==> src/rtl/gpio_pkg.sv <==
// Shared register offsets and limits for the GPIO bank.
package gpio_pkg;
   localparam logic [2:0] GPIO_IN      = 3'd0;
   localparam logic [2:0] GPIO_OUT     = 3'd1;
   localparam logic [2:0] GPIO_OE      = 3'd2;
   localparam logic [2:0] GPIO_SET     = 3'd3;
   localparam logic [2:0] GPIO_CLR     = 3'd4;
   localparam logic [2:0] GPIO_STATUS  = 3'd5;
   localparam logic [2:0] GPIO_RISE_EN = 3'd6;
   localparam logic [2:0] GPIO_FALL_EN = 3'd7;

   localparam int unsigned GPIO_MAX_PINS = 32;
endpackage

==> src/rtl/gpio_bank_if.sv <==
// CPU-side bus of the GPIO bank: select, word offset, strobes and data.
interface gpio_bank_if;
   logic        sel;
   logic [2:0]  addr;
   logic        re;
   logic [3:0]  we;
   logic [31:0] wdata;
   logic [31:0] rdata;

   modport master (output sel, output addr, output re, output we, output wdata, input rdata);
   modport slave  (input sel, input addr, input re, input we, input wdata, output rdata);
endinterface

==> src/rtl/gpio_pin_filter.sv <==
// One GPIO input: synchroniser, optional debounce (GPIO_DEBOUNCE_EN) and edge detector.
module gpio_pin_filter #(
   parameter int unsigned SYNC_STAGES = 2
`ifdef GPIO_DEBOUNCE_EN
   ,
   parameter int unsigned DEBOUNCE_CYCLES = 1000
`endif
) (
   input  logic clk,
   input  logic reset,
   input  logic pin_in,
   output logic filt,
   output logic rise,
   output logic fall
);
   logic [SYNC_STAGES-1:0] sync_q, sync_d;
   logic [SYNC_STAGES:0]   vld_q, vld_d;
   logic                   prev_q, prev_d;
   logic                   sync_in;

   assign sync_in = sync_q[SYNC_STAGES-1];

`ifdef GPIO_DEBOUNCE_EN
   localparam int unsigned CW = $clog2(DEBOUNCE_CYCLES + 1);

   logic [CW-1:0] cnt_q, cnt_d;
   logic          filt_q, filt_d;

   // Terminal count compares against DEBOUNCE_CYCLES-1 so the update lands on the reaching increment.
   always_comb begin
      cnt_d  = '0;
      filt_d = filt_q;
      if (sync_in != filt_q) begin
         if (cnt_q == CW'(DEBOUNCE_CYCLES - 1)) begin
            filt_d = sync_in;
         end else begin
            cnt_d = cnt_q + CW'(1);
         end
      end
   end

   always_ff @(posedge clk) begin
      if (reset) begin
         cnt_q  <= '0;
         filt_q <= 1'b0;
      end else begin
         cnt_q  <= cnt_d;
         filt_q <= filt_d;
      end
   end

   assign filt = filt_q;
`else
   assign filt = sync_in;
`endif

   // vld_q marks when prev holds a sample taken after the synchroniser has refilled.
   always_comb begin
      sync_d = {sync_q[SYNC_STAGES-2:0], pin_in};
      vld_d  = {vld_q[SYNC_STAGES-1:0], 1'b1};
      prev_d = filt;
   end

   always_ff @(posedge clk) begin
      if (reset) begin
         sync_q <= '0;
         vld_q  <= '0;
         prev_q <= 1'b0;
      end else begin
         sync_q <= sync_d;
         vld_q  <= vld_d;
         prev_q <= prev_d;
      end
   end

   assign rise = vld_q[SYNC_STAGES] & filt & ~prev_q;
   assign fall = vld_q[SYNC_STAGES] & ~filt & prev_q;
endmodule

==> src/rtl/gpio_bank.sv <==
// Memory-mapped GPIO bank: register file, bus logic and per-pin filters (GPIO_DEBOUNCE_EN optional).
module gpio_bank
   import gpio_pkg::*;
#(
   parameter int unsigned N_PINS          = 4,
   parameter int unsigned SYNC_STAGES     = 2,
   parameter int unsigned DEBOUNCE_CYCLES = 1000
) (
   input  logic              clk,
   input  logic              reset,
   gpio_bank_if.slave        bus,
   output logic              irq,
   input  logic [N_PINS-1:0] pin_in,
   output logic [N_PINS-1:0] pin_out,
   output logic [N_PINS-1:0] pin_oe
);
   logic [N_PINS-1:0] out_q, out_d;
   logic [N_PINS-1:0] oe_q, oe_d;
   logic [N_PINS-1:0] status_q, status_d;
   logic [N_PINS-1:0] rise_en_q, rise_en_d;
   logic [N_PINS-1:0] fall_en_q, fall_en_d;
   logic [31:0]       rdata_q, rdata_d;
   logic              irq_q, irq_d;

   logic [N_PINS-1:0] filt_vec, rise_raw, fall_raw, edges, wval;
   logic [31:0]       rd_val;
   logic              wr_en, rd_en;
   logic              unused_wdata;

`ifndef GPIO_DEBOUNCE_EN
   localparam int unsigned unused_debounce_cycles = DEBOUNCE_CYCLES;
`endif

   for (genvar i = 0; i < N_PINS; i++) begin : g_pin
      gpio_pin_filter #(
         .SYNC_STAGES     (SYNC_STAGES)
`ifdef GPIO_DEBOUNCE_EN
         ,
         .DEBOUNCE_CYCLES (DEBOUNCE_CYCLES)
`endif
      ) u_filter (
         .clk    (clk),
         .reset  (reset),
         .pin_in (pin_in[i]),
         .filt   (filt_vec[i]),
         .rise   (rise_raw[i]),
         .fall   (fall_raw[i])
      );
   end

   assign wr_en        = bus.sel & (&bus.we);
   assign rd_en        = bus.sel & bus.re;
   assign wval         = bus.wdata[N_PINS-1:0];
   assign unused_wdata = ^bus.wdata;
   assign edges        = (rise_raw & rise_en_q) | (fall_raw & fall_en_q);

   always_comb begin
      out_d     = out_q;
      oe_d      = oe_q;
      rise_en_d = rise_en_q;
      fall_en_d = fall_en_q;
      // New edges are OR-ed in after the W1C mask so a same-cycle set survives the clear.
      status_d  = status_q | edges;
      if (wr_en) begin
         case (bus.addr)
            GPIO_OUT:     out_d     = wval;
            GPIO_OE:      oe_d      = wval;
            GPIO_SET:     out_d     = out_q | wval;
            GPIO_CLR:     out_d     = out_q & ~wval;
            GPIO_STATUS:  status_d  = (status_q & ~wval) | edges;
            GPIO_RISE_EN: rise_en_d = wval;
            GPIO_FALL_EN: fall_en_d = wval;
            default:      ;
         endcase
      end

      rd_val = '0;
      case (bus.addr)
         GPIO_IN:      rd_val[N_PINS-1:0] = filt_vec;
         GPIO_OUT:     rd_val[N_PINS-1:0] = out_q;
         GPIO_OE:      rd_val[N_PINS-1:0] = oe_q;
         GPIO_STATUS:  rd_val[N_PINS-1:0] = status_q;
         GPIO_RISE_EN: rd_val[N_PINS-1:0] = rise_en_q;
         GPIO_FALL_EN: rd_val[N_PINS-1:0] = fall_en_q;
         default:      rd_val = '0;
      endcase
      rdata_d = rd_en ? rd_val : rdata_q;
      irq_d   = |status_q;
   end

   always_ff @(posedge clk) begin
      if (reset) begin
         out_q     <= '0;
         oe_q      <= '0;
         status_q  <= '0;
         rise_en_q <= '0;
         fall_en_q <= '0;
         rdata_q   <= '0;
         irq_q     <= 1'b0;
      end else begin
         out_q     <= out_d;
         oe_q      <= oe_d;
         status_q  <= status_d;
         rise_en_q <= rise_en_d;
         fall_en_q <= fall_en_d;
         rdata_q   <= rdata_d;
         irq_q     <= irq_d;
      end
   end

   assign bus.rdata = rdata_q;
   assign irq       = irq_q;
   assign pin_out   = out_q;
   assign pin_oe    = oe_q;
endmodule

==> src/flat_wrapper.sv <==
// flat-port wrapper written by rule: the top's interface ports become plain ports
module gpio_bank_flat import gpio_pkg::*;
#(
   parameter int unsigned N_PINS          = 4,
   parameter int unsigned SYNC_STAGES     = 2,
   parameter int unsigned DEBOUNCE_CYCLES = 1000
)
  (clk, reset, irq, pin_in, pin_out, pin_oe, bus_sel, bus_addr, bus_re, bus_we, bus_wdata, bus_rdata);
  gpio_bank_if bus_i ();
  input  logic clk;
  input  logic reset;
  output logic irq;
  input  logic [N_PINS-1:0] pin_in;
  output logic [N_PINS-1:0] pin_out;
  output logic [N_PINS-1:0] pin_oe;
  input wire logic [$bits(bus_i.sel)-1:0] bus_sel;
  input wire logic [$bits(bus_i.addr)-1:0] bus_addr;
  input wire logic [$bits(bus_i.re)-1:0] bus_re;
  input wire logic [$bits(bus_i.we)-1:0] bus_we;
  input wire logic [$bits(bus_i.wdata)-1:0] bus_wdata;
  output wire logic [$bits(bus_i.rdata)-1:0] bus_rdata;
  assign bus_i.sel = bus_sel;
  assign bus_i.addr = bus_addr;
  assign bus_i.re = bus_re;
  assign bus_i.we = bus_we;
  assign bus_i.wdata = bus_wdata;
  assign bus_rdata = bus_i.rdata;
  gpio_bank #(.N_PINS(N_PINS), .SYNC_STAGES(SYNC_STAGES), .DEBOUNCE_CYCLES(DEBOUNCE_CYCLES)) u_core (.clk(clk), .reset(reset), .bus(bus_i), .irq(irq), .pin_in(pin_in), .pin_out(pin_out), .pin_oe(pin_oe));
endmodule
==> config.mk <==
export PLATFORM = sky130hd
export DESIGN_NAME = gpio_bank_flat
export DESIGN_NICKNAME = d
export VERILOG_FILES = /design/src/rtl/gpio_pkg.sv /design/src/rtl/gpio_bank_if.sv /design/src/rtl/gpio_pin_filter.sv /design/src/rtl/gpio_bank.sv /design/src/flat_wrapper.sv
export SDC_FILE = /design/constraint.sdc
export NUM_CORES = 1
export LEC_CHECK = 0
export BUFFER_PORTS_ARGS = -buffer_cell sky130_fd_sc_hd__buf_2
export CAP_MARGIN = 20
export CORE_ASPECT_RATIO = 1.25
export CORE_MARGIN = 2
export CORE_UTILIZATION = 47
export CTS_CLUSTER_SIZE = 14
export DETAILED_ROUTE_END_ITERATION = 8
export GPL_TIMING_DRIVEN = 0
export PLACE_DENSITY = 0.83
export SYNTH_ARGS = -nofsm -noshare
export SYNTH_HDL_FRONTEND = slang
export SYNTH_SLANG_ARGS = --single-unit
==> constraint.sdc <==
create_clock -name clk -period 1.6 [get_ports clk]
set_input_delay 0.16 -clock clk [delete_from_list [all_inputs] [get_ports clk]]
set_output_delay 0.16 -clock clk [all_outputs]
set_load 0.05 [all_outputs]
==> summary.txt <==
Global routing
  • Largest net degree at the start of global routing: 14
  • Global-route wire length before repair: 6390 um
  • Overall Global Routing Usage: 17.9%
  • Initial antenna violation count: 0
  • Total grt overflow: 0
  • Vias in the first global route: 1419

Clocking
  • CTS tree: yes
  • Clock H-tree levels: 2
  • Post-CTS setup buffers: 0
  • Worst-path clk slew: 0.08 ns
  • CTS-repair resized insts: 0
  • Worst skew pair latency: 0.30 ns
  • Hold Buf Count CTS: 0
  • Clk sinks: 40
  • Clock root buffer: clkbuf_8
  • Worst-case clock buffer depth: 2
  • CTS Buf Count: 5

Layout
  • FILL cells: 398
  • FF+latch area: 801 sq um
  • Fin nets: 316
  • Share of cells above drive strength 1: 30.4%
  • Layout area overhead: 21.7%
  • Multi-input gate area: 973 sq um
  • Diode count: 0

Placement
  • Dpl ws: 0.117 ns
  • DP Wirelength: 3110 um
  • Buffers on Ports: 28
  • Routability cong.: 0.886

Logic synthesis
  • Post-Synthesis Cell Area: 0.00195 sq mm
  • Seq/Total Area, Yosys: 41.0%
  • Cell variety after synth: 40
  • Asr flop ratio synth: 0%
  • Dominant cells by area after synthesis: dfxtp_1 41%, buf_4 11%, mux2i_1 7.2%
  • Syn Area/Cell: 9.43 sq um
  • Yosys reg bits: 40
  • Post-synth EDFFs: 0
  • Share of the synthesized area in the top cell type: 41.0%
  • Most numerous cell in the Yosys netlist: dfxtp_1
  • Synth warn: 0
  • Cell taking the most area after synthesis: dfxtp_1
  • Top post-synthesis cells by count: 40 x dfxtp_1, 29 x buf_4, 17 x nand2_1, 17 x nor2b_1, 15 x nor2_1
  • Ys flop type: dfxtp_1
  • Cells after synthesis: 207

Critical path
  • Worst R2R Path Depth: 3
  • RR Endpoint: u_core.bus.rdata[0]
  • Critical Path RT: 1.80 ns
  • CP Capture Type: register
  • Critical Path Source Type: register
  • Crit Path Class: register to register
  • R2R setup slack: 0.32 ns
  • Critical Path Start: u_core.rise_en_q[0]
  • Worst Path Max Fanout: 3
  • Setup crit end: u_core.bus.rdata[0]
  • Data arrival time of the critical path: 1.48 ns
  • FF-to-FF Start: u_core.rise_en_q[0]

Drt
  • # DRC: 0
  • First drt pass iteration count: 4
  • 1st-iter DRT viols: 62
  • Post-DR vias/cell: 4.91
  • Detail Route Antenna Nets: 0
  • WL final: 4090 um
  • Wire per inst: 12.5 um
  • Vias: 1600

Floorplan
  • Site Rows: 26
  • Die Area: 0.00469 sq mm
  • Die X: 61.6 um
  • Initial core utilization: 48.4%
  • Die H: 76.1 um
  • Core ar.: 0.00403 sq mm
  • Io pins: 88

STA
  • RSZ-0062 raised after global routing: false
  • Relative slew slack: 62.7%
  • Fin Setup TNS: 0 ns
  • Worst Clk Skew: 0.00928 ns
  • Worst slew pin tran: 0.559 ns
  • WHS: 0.0697 ns
  • Final setup fails: 0
  • Fin crit period: 1.28 ns
  • Final Cycle Share: 80.0%
  • Final Max Slew Viols: 0
  • Final Hold Viols: 0
  • Setup WS post-layout: 0.321 ns
  • Fmax: 782 MHz

Power and ir drop
  • Total Power: 2.20 mW
  • Peak supply drop: 540 uV
  • Leakage: 1.14 nW
  • PD cells: 925 mW/mm^2

Min path
  • WHS Path Cells: 2
  • Hold/Removal Path Class: input pin to register

Status
  • Status: completed

Job
  • Maxcap violations: 0
[power by group]
group | switching (mW) | internal [mW]
Clock | 0.358 | 0.461
Combinational | 0.250 | 0.106
Sequential | 0.00902 | 1.01
Total | 0.617 | 1.58
[logic make-up after synthesis]
group | synth area share, %
buffers and inverters | 14.3
AOI/OAI and AO/OA | 14.3
muxes | 11.4
DFF | 41.0
other | 0.192
and+or+nand+nor | 18.8
[layout make-up]
| type | instances | area share [%] |
|---|---|---|
| Multi-Input combinational cell | 153 | 41.0 |
| Sequential cell | 40 | 33.7 |
| Buffer | 39 | 11.4 |
| Timing Repair Buffer | 28 | 5.90 |
| Tap cell | 56 | 2.95 |
| Clock buffer | 5 | 2.90 |
| Clock inverter | 3 | 1.79 |
| Inverter | 2 | 0.316 |
[stage by stage]
stage	cells	util (%)	cell area, sq um
6_report	326	58.9	2370
5_1_grt	326	58.9	2370
4_1_cts	326	58.9	2370
3_5_place_dp	318	56.1	2260
3_3_place_gp	318	56.1	2260
2_1_floorplan	234	-	2050
[state kept, by name (all words and copies together) (netlist names)]
signal / cells
u_core.g_pin.u_filter.sync_q: 8
u_core.bus.rdata: 4
u_core.fall_en_q: 4
u_core.g_pin.u_filter.prev_q: 4
u_core.pin_oe: 4
u_core.pin_out: 4
u_core.rise_en_q: 4
u_core.status_q: 4
u_core.g_pin.u_filter.vld_q: 3
u_core.irq: 1
[metal layers]
layer / part of all wire [%] / vias to the layer above / track usage (%)
met3: 6.9 / 12 / 3.74
met5: 0 / - / 0
li1: - / 798 / -
met4: 2.9 / 0 / 9.36
met2: 50 / 80 / 29.9
met1: 40 / 710 / 20.3
[worst max-delay path, cell delays in order, from the launching register on]
cell and delay (ns):
dfxtp_1 0.33, mux2_2 0.26, a221o_1 0.34, a32o_1 0.25
[worst min-delay path by stage]
stage / from / endpoint / slack [ns]
after global routing: pin_in[2] / u_core.g_pin[2].u_filter.sync_q[0] / 0.07
final: pin_in[2] / u_core.g_pin[2].u_filter.sync_q[0] / 0.07
after detailed placement: pin_in[0] / u_core.g_pin[0].u_filter.sync_q[0] / 0.37
after floorplan: pin_in[0] / u_core.g_pin[0].u_filter.sync_q[0] / 0.29
after CTS: pin_in[2] / u_core.g_pin[2].u_filter.sync_q[0] / 0.06
after global placement: pin_in[2] / u_core.g_pin[2].u_filter.sync_q[0] / 0.37
[placed cells by master (no fill, tap or decap), drive strengths merged, types with 4 or more instances in the layout]
cell type,netlist,layout
conb,1,28
a32o,5,5
buf,33,61
a31oi,5,5
nor2b,17,17
o21ai,8,8
dfxtp,40,40
nand2,17,17
nand3b,4,4
mux2i,14,14
nand4,6,6
clkbuf,6,11
mux2,7,7
nor2,16,16
No activity file was read; power rests on OpenSTA's default activity.
